--- config.mk ---
export PLATFORM = sky130hd
export DESIGN_NAME = mem_lsu
export DESIGN_NICKNAME = d
export VERILOG_FILES = /design/src/rtl/mem_lsu.sv
export SDC_FILE = /design/constraint.sdc
export NUM_CORES = 1
export LEC_CHECK = 0
export CAP_MARGIN = 20
export CORE_MARGIN = 4
export CORE_UTILIZATION = 42
export DETAILED_ROUTE_END_ITERATION = 10
export MAX_ROUTING_LAYER = met4
export PLACE_DENSITY = 0.93
export SLEW_MARGIN = 10
export SYNTH_ARGS = -nofsm -noshare
export SYNTH_HDL_FRONTEND = slang
export SYNTH_SLANG_ARGS = --single-unit
export TNS_END_PERCENT = 1
--- constraint.sdc ---
create_clock -name i_clk -period 3.5 [get_ports i_clk]
set_clock_uncertainty 0.05 [all_clocks]
set_input_delay 0.7 -clock i_clk [delete_from_list [all_inputs] [get_ports i_clk]]
set_output_delay 0.7 -clock i_clk [all_outputs]
set_load 0.02 [all_outputs]
--- src/rtl/mem_lsu.sv ---
`default_nettype none
// ============================================================================
// Module   : mem_lsu
// Purpose  : MEM-stage load/store unit: load alignment/extension, byte/half
//            stores via two-cycle read-modify-write, access fault screening.
// Revision : 1.0 - initial release
// ============================================================================
module mem_lsu #(
    parameter int MEM_ADDR_W = 13
) (
    input  logic        i_clk,
    input  logic        i_reset_n,
    input  logic        i_valid,
    input  logic [31:0] i_addr,
    input  logic [31:0] i_storeData,
    input  logic [1:0]  i_ctrlMEM,
    input  logic [2:0]  i_funct3,
    input  logic [31:0] i_memReadData,
    output logic [31:0] o_memAddr,
    output logic [31:0] o_memWriteData,
    output logic [1:0]  o_memCtrl,
    output logic [31:0] o_loadData,
    output logic        o_stall,
    output logic        o_exception
);

    typedef enum logic [0:0] {
        IDLE      = 1'b0,
        RMW_WRITE = 1'b1
    } state_t;

    localparam logic [2:0] c_F3_B  = 3'b000;
    localparam logic [2:0] c_F3_H  = 3'b001;
    localparam logic [2:0] c_F3_W  = 3'b010;
    localparam logic [2:0] c_F3_BU = 3'b100;
    localparam logic [2:0] c_F3_HU = 3'b101;

    state_t      r_state;
    state_t      w_next_state;
    logic [31:0] r_addr;
    logic [15:0] r_store_lo;
    logic [1:0]  r_size;
    logic        w_latch;

    logic        w_req;
    logic        w_is_load;
    logic        w_is_store;
    logic        w_oob;
    logic        w_bad_f3;
    logic        w_misaligned;
    logic        w_exc;
    logic [7:0]  w_byte;
    logic [15:0] w_half;
    logic [31:0] w_load_fmt;
    logic [31:0] w_merged;

    always_ff @(posedge i_clk or negedge i_reset_n) begin
        if (!i_reset_n) begin
            r_state    <= IDLE;
            r_addr     <= '0;
            r_store_lo <= '0;
            r_size     <= '0;
        end else begin
            r_state <= w_next_state;
            if (w_latch) begin
                r_addr     <= i_addr;
                r_store_lo <= i_storeData[15:0];
                r_size     <= i_funct3[1:0];
            end
        end
    end

    // Request decode and access screening
    always_comb begin
        w_req      = i_valid && (i_ctrlMEM != 2'b00);
        w_is_load  = (i_ctrlMEM == 2'b10);
        w_is_store = (i_ctrlMEM == 2'b01);
        w_oob      = ((i_addr >> MEM_ADDR_W) != 32'd0);
        w_bad_f3   = 1'b0;
        if (w_is_load)
            w_bad_f3 = !(i_funct3 inside {c_F3_B, c_F3_H, c_F3_W, c_F3_BU, c_F3_HU});
        else if (w_is_store)
            w_bad_f3 = !(i_funct3 inside {c_F3_B, c_F3_H, c_F3_W});
        w_misaligned = ((i_funct3[1:0] == 2'b01) && i_addr[0]) ||
                       ((i_funct3[1:0] == 2'b10) && (i_addr[1:0] != 2'b00));
        w_exc = w_req && ((i_ctrlMEM == 2'b11) || w_oob || w_bad_f3 || w_misaligned);
    end

    // Load alignment and extension
    always_comb begin
        case (i_addr[1:0])
            2'd0:    w_byte = i_memReadData[7:0];
            2'd1:    w_byte = i_memReadData[15:8];
            2'd2:    w_byte = i_memReadData[23:16];
            default: w_byte = i_memReadData[31:24];
        endcase
        w_half = i_addr[1] ? i_memReadData[31:16] : i_memReadData[15:0];
        case (i_funct3)
            c_F3_B:  w_load_fmt = {{24{w_byte[7]}}, w_byte};
            c_F3_H:  w_load_fmt = {{16{w_half[15]}}, w_half};
            c_F3_BU: w_load_fmt = {24'd0, w_byte};
            c_F3_HU: w_load_fmt = {16'd0, w_half};
            default: w_load_fmt = i_memReadData;
        endcase
    end

    // Merge latched byte/half into the old word held by memory
    always_comb begin
        w_merged = i_memReadData;
        if (r_size == 2'b00) begin
            case (r_addr[1:0])
                2'd0:    w_merged[7:0]   = r_store_lo[7:0];
                2'd1:    w_merged[15:8]  = r_store_lo[7:0];
                2'd2:    w_merged[23:16] = r_store_lo[7:0];
                default: w_merged[31:24] = r_store_lo[7:0];
            endcase
        end else if (r_addr[1]) begin
            w_merged[31:16] = r_store_lo;
        end else begin
            w_merged[15:0] = r_store_lo;
        end
    end

    always_comb begin
        w_next_state   = r_state;
        w_latch        = 1'b0;
        o_memAddr      = {i_addr[31:2], 2'b00};
        o_memWriteData = '0;
        o_memCtrl      = 2'b00;
        o_loadData     = '0;
        o_stall        = 1'b0;
        o_exception    = 1'b0;

        case (r_state)
            IDLE: begin
                if (w_exc) begin
                    o_exception = 1'b1;
                end else if (w_req && w_is_load) begin
                    o_memCtrl  = 2'b10;
                    o_loadData = w_load_fmt;
                end else if (w_req && w_is_store) begin
                    if (i_funct3 == c_F3_W) begin
                        o_memCtrl      = 2'b01;
                        o_memWriteData = i_storeData;
                    end else begin
                        o_memCtrl    = 2'b10;
                        o_stall      = 1'b1;
                        w_latch      = 1'b1;
                        w_next_state = RMW_WRITE;
                    end
                end
            end
            RMW_WRITE: begin
                o_memAddr      = {r_addr[31:2], 2'b00};
                o_memCtrl      = 2'b01;
                o_memWriteData = w_merged;
                w_next_state   = IDLE;
            end
            default: w_next_state = IDLE;
        endcase

        // Reset kills any in-flight write immediately, not at the next edge
        if (!i_reset_n) begin
            o_memAddr      = '0;
            o_memWriteData = '0;
            o_memCtrl      = 2'b00;
            o_loadData     = '0;
            o_stall        = 1'b0;
            o_exception    = 1'b0;
        end
    end

endmodule
`default_nettype wire

==> flow_summary.toml <==
[drt]
wl_per_cell_um = 20.0
dr.pass1.iters = 6
drt_iter0_markers = 482
viasPerCell = 5.82
ant_nets = 0
drc = 0
vias = 4969
wl_um = 17100

[critical_path]
setup.worst_path.class = "in2out"
crit_arrival_ns = 2.69
startpoint_type = "input port"
required_ns = 2.75
cp_max_fo = 5
end_kind = "output port"

[sta]
max_freq_ghz = 0.291
period_minus_slack_ns = 3.44
setup-violations-final = 0
worst_pin_slew_ns = 0.709
final.setup.worst_slack_ns = 0.0606
rsz0062_at_grt = "yes"
hold_viol_final = 0
post-route-period-util_pct = 98.3
slew_headroom_pct = 52.7
drv_slew = 0

[clock_tree]
clock_tree.root_cell = "clkbuf_8"
cts_buffers = 5
clk_pin_slew_ns = 0.09
clk_latency_ns = 0.30
cts.sinks = 51
cts_tree = "yes"
cts_buffer_depth = 2
h-tree-depth = 2

[global_routing]
grt_busiest_layer = "met2"
first_global_vias = 4867
grt_pass1_wl_um = 25600
grt_usage_pct = 27.9
grt_max_degree = 61
use_met2_pct = 45.8
grt-ovfl-total = 0
antenna_found_initial = 0
met3_usage_pct = 5.40
use_met1_pct = 33.3

[synthesis]
async_flop_share_pct = 100
synthXorXnorAreaFrac_pct = 0
yosysUniqueCellTypes = 49
netlist_area_um2 = 4360
synth_top_family_by_area = "compound AO/OA/AOI/OAI gates"
synth.yosys.seq_area_share_pct = 29.2
postSynthCellCount = 508
synth-edff-count = 0
synth_mux_area_share_pct = 18.0
synth_simple_gate_area_share_pct = 22.0
yosys_warnings = 0
synth_ff_type = "dfrtp_1"
syn_area_per_cell_um2 = 8.59
synthTopCellsByArea = "dfrtp_1 (29%), mux2_4 (10%), mux2i_1 (8.0%)"
ys_ff_latch = 51
synth_fa_ha_area_share_pct = 0
synth_compound_area_share_pct = 24.3
synth.largest_area_cell = "dfrtp_1"
synth_top_area_share_pct = 29.2

[power_and_ir_drop]
p_switching_uw = 392
swShare_pct = 26.5
seqPwrFrac_pct = 39.8
power.density_nw_per_um2 = 222
power.leakage_nw = 2.95
pwr-share-comb_pct = 27.3
p_int_mw = 1.09
max-vdd-ir-drop_mv = 0.245
power_frac_clock_pct = 32.9

[die]
rows = 36
coreArea_um2 = 9950
die_w_um = 110
ios = 204
start_util_pct = 43.8
die_h_um = 110
die_area_um2 = 12100

[finish]
final_nets = 824
final_cell_area_um2 = 6650
fin_cells = 854
num-fill-cells = 820
multi_input_area_um2 = 2890
syn2layout_area_growth_pct = 52.3
diodes = 0
drive_gt1_share_pct = 23.7
regArea_um2 = 1280

[placement]
place_congestion = 0.985
place_ws_ns = -0.588
portBuffers = 201
dp.cells = 846
dp_hpwl_um = 13300
placed_area_um2 = 6690

[status]
outcome = "finished clean"

[worst_hold_path]
hold_class = "in2async"

[flow_run]
maxCapViolations = 0
through the flow:
| step | power (mW) | utilization, % | setup TNS [ns] | hold WS, ns |
|---|---|---|---|---|
| finish | 1.48 | 66.8 | 0 | 0.377 |
| CTS | 1.48 | 68.2 | -0.0206 | 0.369 |
| floorplan | 0.738 | - | 0 | 0.354 |
| global placement | 0.984 | 67.2 | -22.45 | 0.419 |
| detailed placement | 0.991 | 67.2 | -30.29 | 0.425 |
| global route | 1.53 | 66.8 | -0.209 | 0.388 |
cell usage after synthesis, drive strengths merged (7+ instances only):
cell      n
dfrtp    51
nor2b    42
a21oi    37
mux2i    35
clkbuf   34
o21ai    33
nor2     31
mux2     29
nand2    26
and2     21
nand3    18
nor3     18
o21bai   16
a22o     15
o2bb2ai  15
buf      14
a211oi    9
a22oi     8
o22ai     8
o22a      7
critical path, stage by stage:
cell and delay (ns):
clkdlybuf4s50_1 0.44, nor4_2 0.33, buf_4 0.18, and4_4 0.26
o2111a_2 0.22, buf_4 0.13, buf_4 0.13, o2bb2ai_1 0.13
buf_4 0.18
path summary, 6_finish.rpt:
| kind | startpoint | endpoint | slack (ns) | depth (start not counted) |
|---|---|---|---|---|
| max | i_addr[15] | o_memWriteData[15] | 0.06 | 9 |
| min | i_reset_n | r_store_lo[14]$_DFFE_PN0P_ | 0.38 | 2 |
| max in group asynchronous | i_reset_n | r_addr[12]$_DFFE_PN0P_ | 2.52 | 2 |
| min in group i_clk | r_addr[28]$_DFFE_PN0P_ | r_addr[28]$_DFFE_PN0P_ | 0.45 | 1 |
| max reg2reg | r_state$_DFF_PN0_ | r_addr[27]$_DFFE_PN0P_ | 1.12 | 6 |
| min reg2reg | r_addr[28]$_DFFE_PN0P_ | r_addr[28]$_DFFE_PN0P_ | 0.45 | 1 |
placed cells by master (no fill, tap or decap), types with 2 or more instances in the layout:
master,n
a211oi_1,8
a21oi_1,37
a22o_1,15
a22oi_1,8
and2_1,21
buf_12,2
buf_2,44
buf_4,55
buf_6,2
bufinv_16,2
clkbuf_2,9
clkbuf_8,5
clkdlybuf4s15_2,3
clkdlybuf4s50_1,129
clkinv_1,3
conb_1,2
dfrtp_1,50
dlygate4sd2_1,4
dlymetal6s2s_1,3
inv_1,4
mux2_4,29
mux2i_1,35
nand2_1,26
nand2b_1,3
nand3_1,17
nand3b_1,3
nand4_1,2
nor2_1,31
nor2b_1,42
nor3_1,16
nor3_2,2
nor3b_1,2
nor4_2,4
o21ai_0,33
o21bai_1,16
o22a_1,7
o22ai_1,8
o2bb2ai_1,15
logic make-up (layout without fill, tap and decap cells):
| logic type | Yosys count | after routing |
|---|---|---|
| and+or+nand+nor | 179 | 179 |
| buffers and inverters | 55 | 267 |
| muxes | 64 | 64 |
| other | 1 | 2 |
| DFF | 51 | 51 |
| AOI/OAI and AO/OA | 158 | 158 |
per-layer routing:
| metal | vias up | routed length, µm |
|---|---|---|
| met5 | - | 0 |
| met4 | 0 | 674 |
| met3 | 58 | 1790 |
| met2 | 291 | 8080 |
| met1 | 2345 | 6510 |
| li1 | 2275 | - |
flip-flops by register name (all words and copies together) (netlist names):
name and cells:
r_addr 32, r_store_lo 16, r_size 2, r_state 1
power by group through the flow:
stage	clock network, mW	logic (mW)	registers [mW]
finish	0.486	0.403	0.589
global route	0.510	0.429	0.589
CTS	0.490	0.396	0.589
detailed placement	0	0.390	0.600
global placement	0	0.383	0.600
floorplan	0	0.138	0.601
repair_timing:
item / CTS / global route
setup buffers: 0 / 0
pin swaps: 0 / 2
gates resized for setup: 214 / 60
hold buffers: 0 / 0
endpoints found under the setup margin: 68 / 67
final cells by class:
type | instances | area share, %
Inverter | 7 | 0.395
Clock buffer | 5 | 1.04
Sequential cell | 51 | 19.2
Timing Repair Buffer | 252 | 32.3
Tap cell | 133 | 2.50
Clock inverter | 3 | 1.02
Multi-Input combinational cell | 403 | 43.5
Power figures use the tool's default switching activity.
==> RTL edit, RTL diff (same flow settings) <==
Reset style: synchronous (`i_reset_n`), changed in one clocked block.
--- a/src/rtl/mem_lsu.sv
+++ b/src/rtl/mem_lsu.sv
@@ -54,7 +54,7 @@
     logic [31:0] w_load_fmt;
     logic [31:0] w_merged;
 
-    always_ff @(posedge i_clk or negedge i_reset_n) begin
+    always_ff @(posedge i_clk) begin
         if (!i_reset_n) begin
             r_state    <= IDLE;
             r_addr     <= '0;
Function: no difference found for any inputs over 4 cycles, from zero or initial values and one cycle with i_reset_n low; that may be too few to reach the edited logic, so the function may still have changed.
==> RTL edit against the original RTL <==
- the run now ends with negative setup slack left
- design area grew 3.0%
- power decreased by 11%
- wire length rose by 0.84%
- sequential cell count did not move
- non-clock buffer count grew 2
- setup slack worse by 0.17 ns
- combinational power is 3% lower
- synthesized area shrank 2.7%
- largest power group unchanged
- highest routed layer unchanged
==> RTL edit: results <==
set metrics [dict create \
    synthCells 590 \
    synth_common_cells "nand2_1 (99), o21ai_0 (66), mux2i_1 (63)" \
    max-slew-margin-rel 0.6454 \
    dp_cells 917 \
    post_cts.repair.setup_buffers 2 \
    layoutNonFillerInstCount 929 \
    finalWirelength_mm 17.19 \
    synthArstFlopShare 0 \
    diodes 1 \
    clk_share 0.01353 \
    buffer_area_frac 0.3514 \
    grt_pass1_wl_mm 25.78 \
    wl_met3_mm 1.531 \
    clk_pin_slew_worst_paths_ns 0.11 \
    p_leak_nw 2.491 \
    dp_hpwl_mm 13.03 \
    fillers 808 \
    synthTopCellsByArea "dfxtp_1 (24%), mux2i_1 (15%), nand2_1 (8.8%)" \
    wl_met2_mm 8.432 \
    hold_path.class "register to register" \
    status "finished with violations" \
    violations "negative setup slack" \
    clkPwrFrac 0.265 \
    drive_gt1_frac 0.2214 \
    grt_usage 0.2809 \
    dr.pass1.iters 7 \
    fin_ws_ns -0.1081 \
    first_global_vias 5070 \
    wl_met1_mm 6.791 \
    p_total_mw 1.322 \
    timing.rr.start "r_state$_SDFF_PN0_" \
    power.density_mw_per_mm2 193.2 \
    seq_area_frac_synth 0.2405 \
    signal_buffers 254 \
    pre_cts_ws_ns -0.7068 \
    finalSetupViolCount 36 \
    fin_nets 898 \
]
[RTL edit: cell count changes after synthesis, moves of 13 or more]
cell	before	now
and2_1	21	0
and3_1	0	28
o221ai_1	0	16
mux2i_1	35	63
a21oi_1	37	18
o21ai_0	33	66
dfrtp_1	51	0
mux2_4	29	0
nand2_1	26	99
clkbuf_1	34	47
dfxtp_1	0	51
o21bai_1	16	1
[RTL edit: kinds of logic after synthesis]
kind of cell           after synthesis  synth area share
buffers and inverters               65           0.06601
DFF                                 51            0.2405
muxes                               63            0.1485
other                                1         0.0008833
and+or+nand+nor                    252            0.2935
AOI/OAI and AO/OA                  158            0.2505
[RTL edit: how the worst max path moves through the flow]
stage                     from            endpoint  slack, ns
finish              i_addr[17]  o_memWriteData[25]      -0.11
floorplan           i_addr[25]       o_loadData[6]       0.21
detailed placement  i_addr[25]       o_loadData[1]      -0.71
global route        i_addr[14]   o_memWriteData[5]      -0.17
CTS                 i_addr[25]      o_loadData[13]      -0.09
global placement    i_addr[25]       o_loadData[7]      -0.67
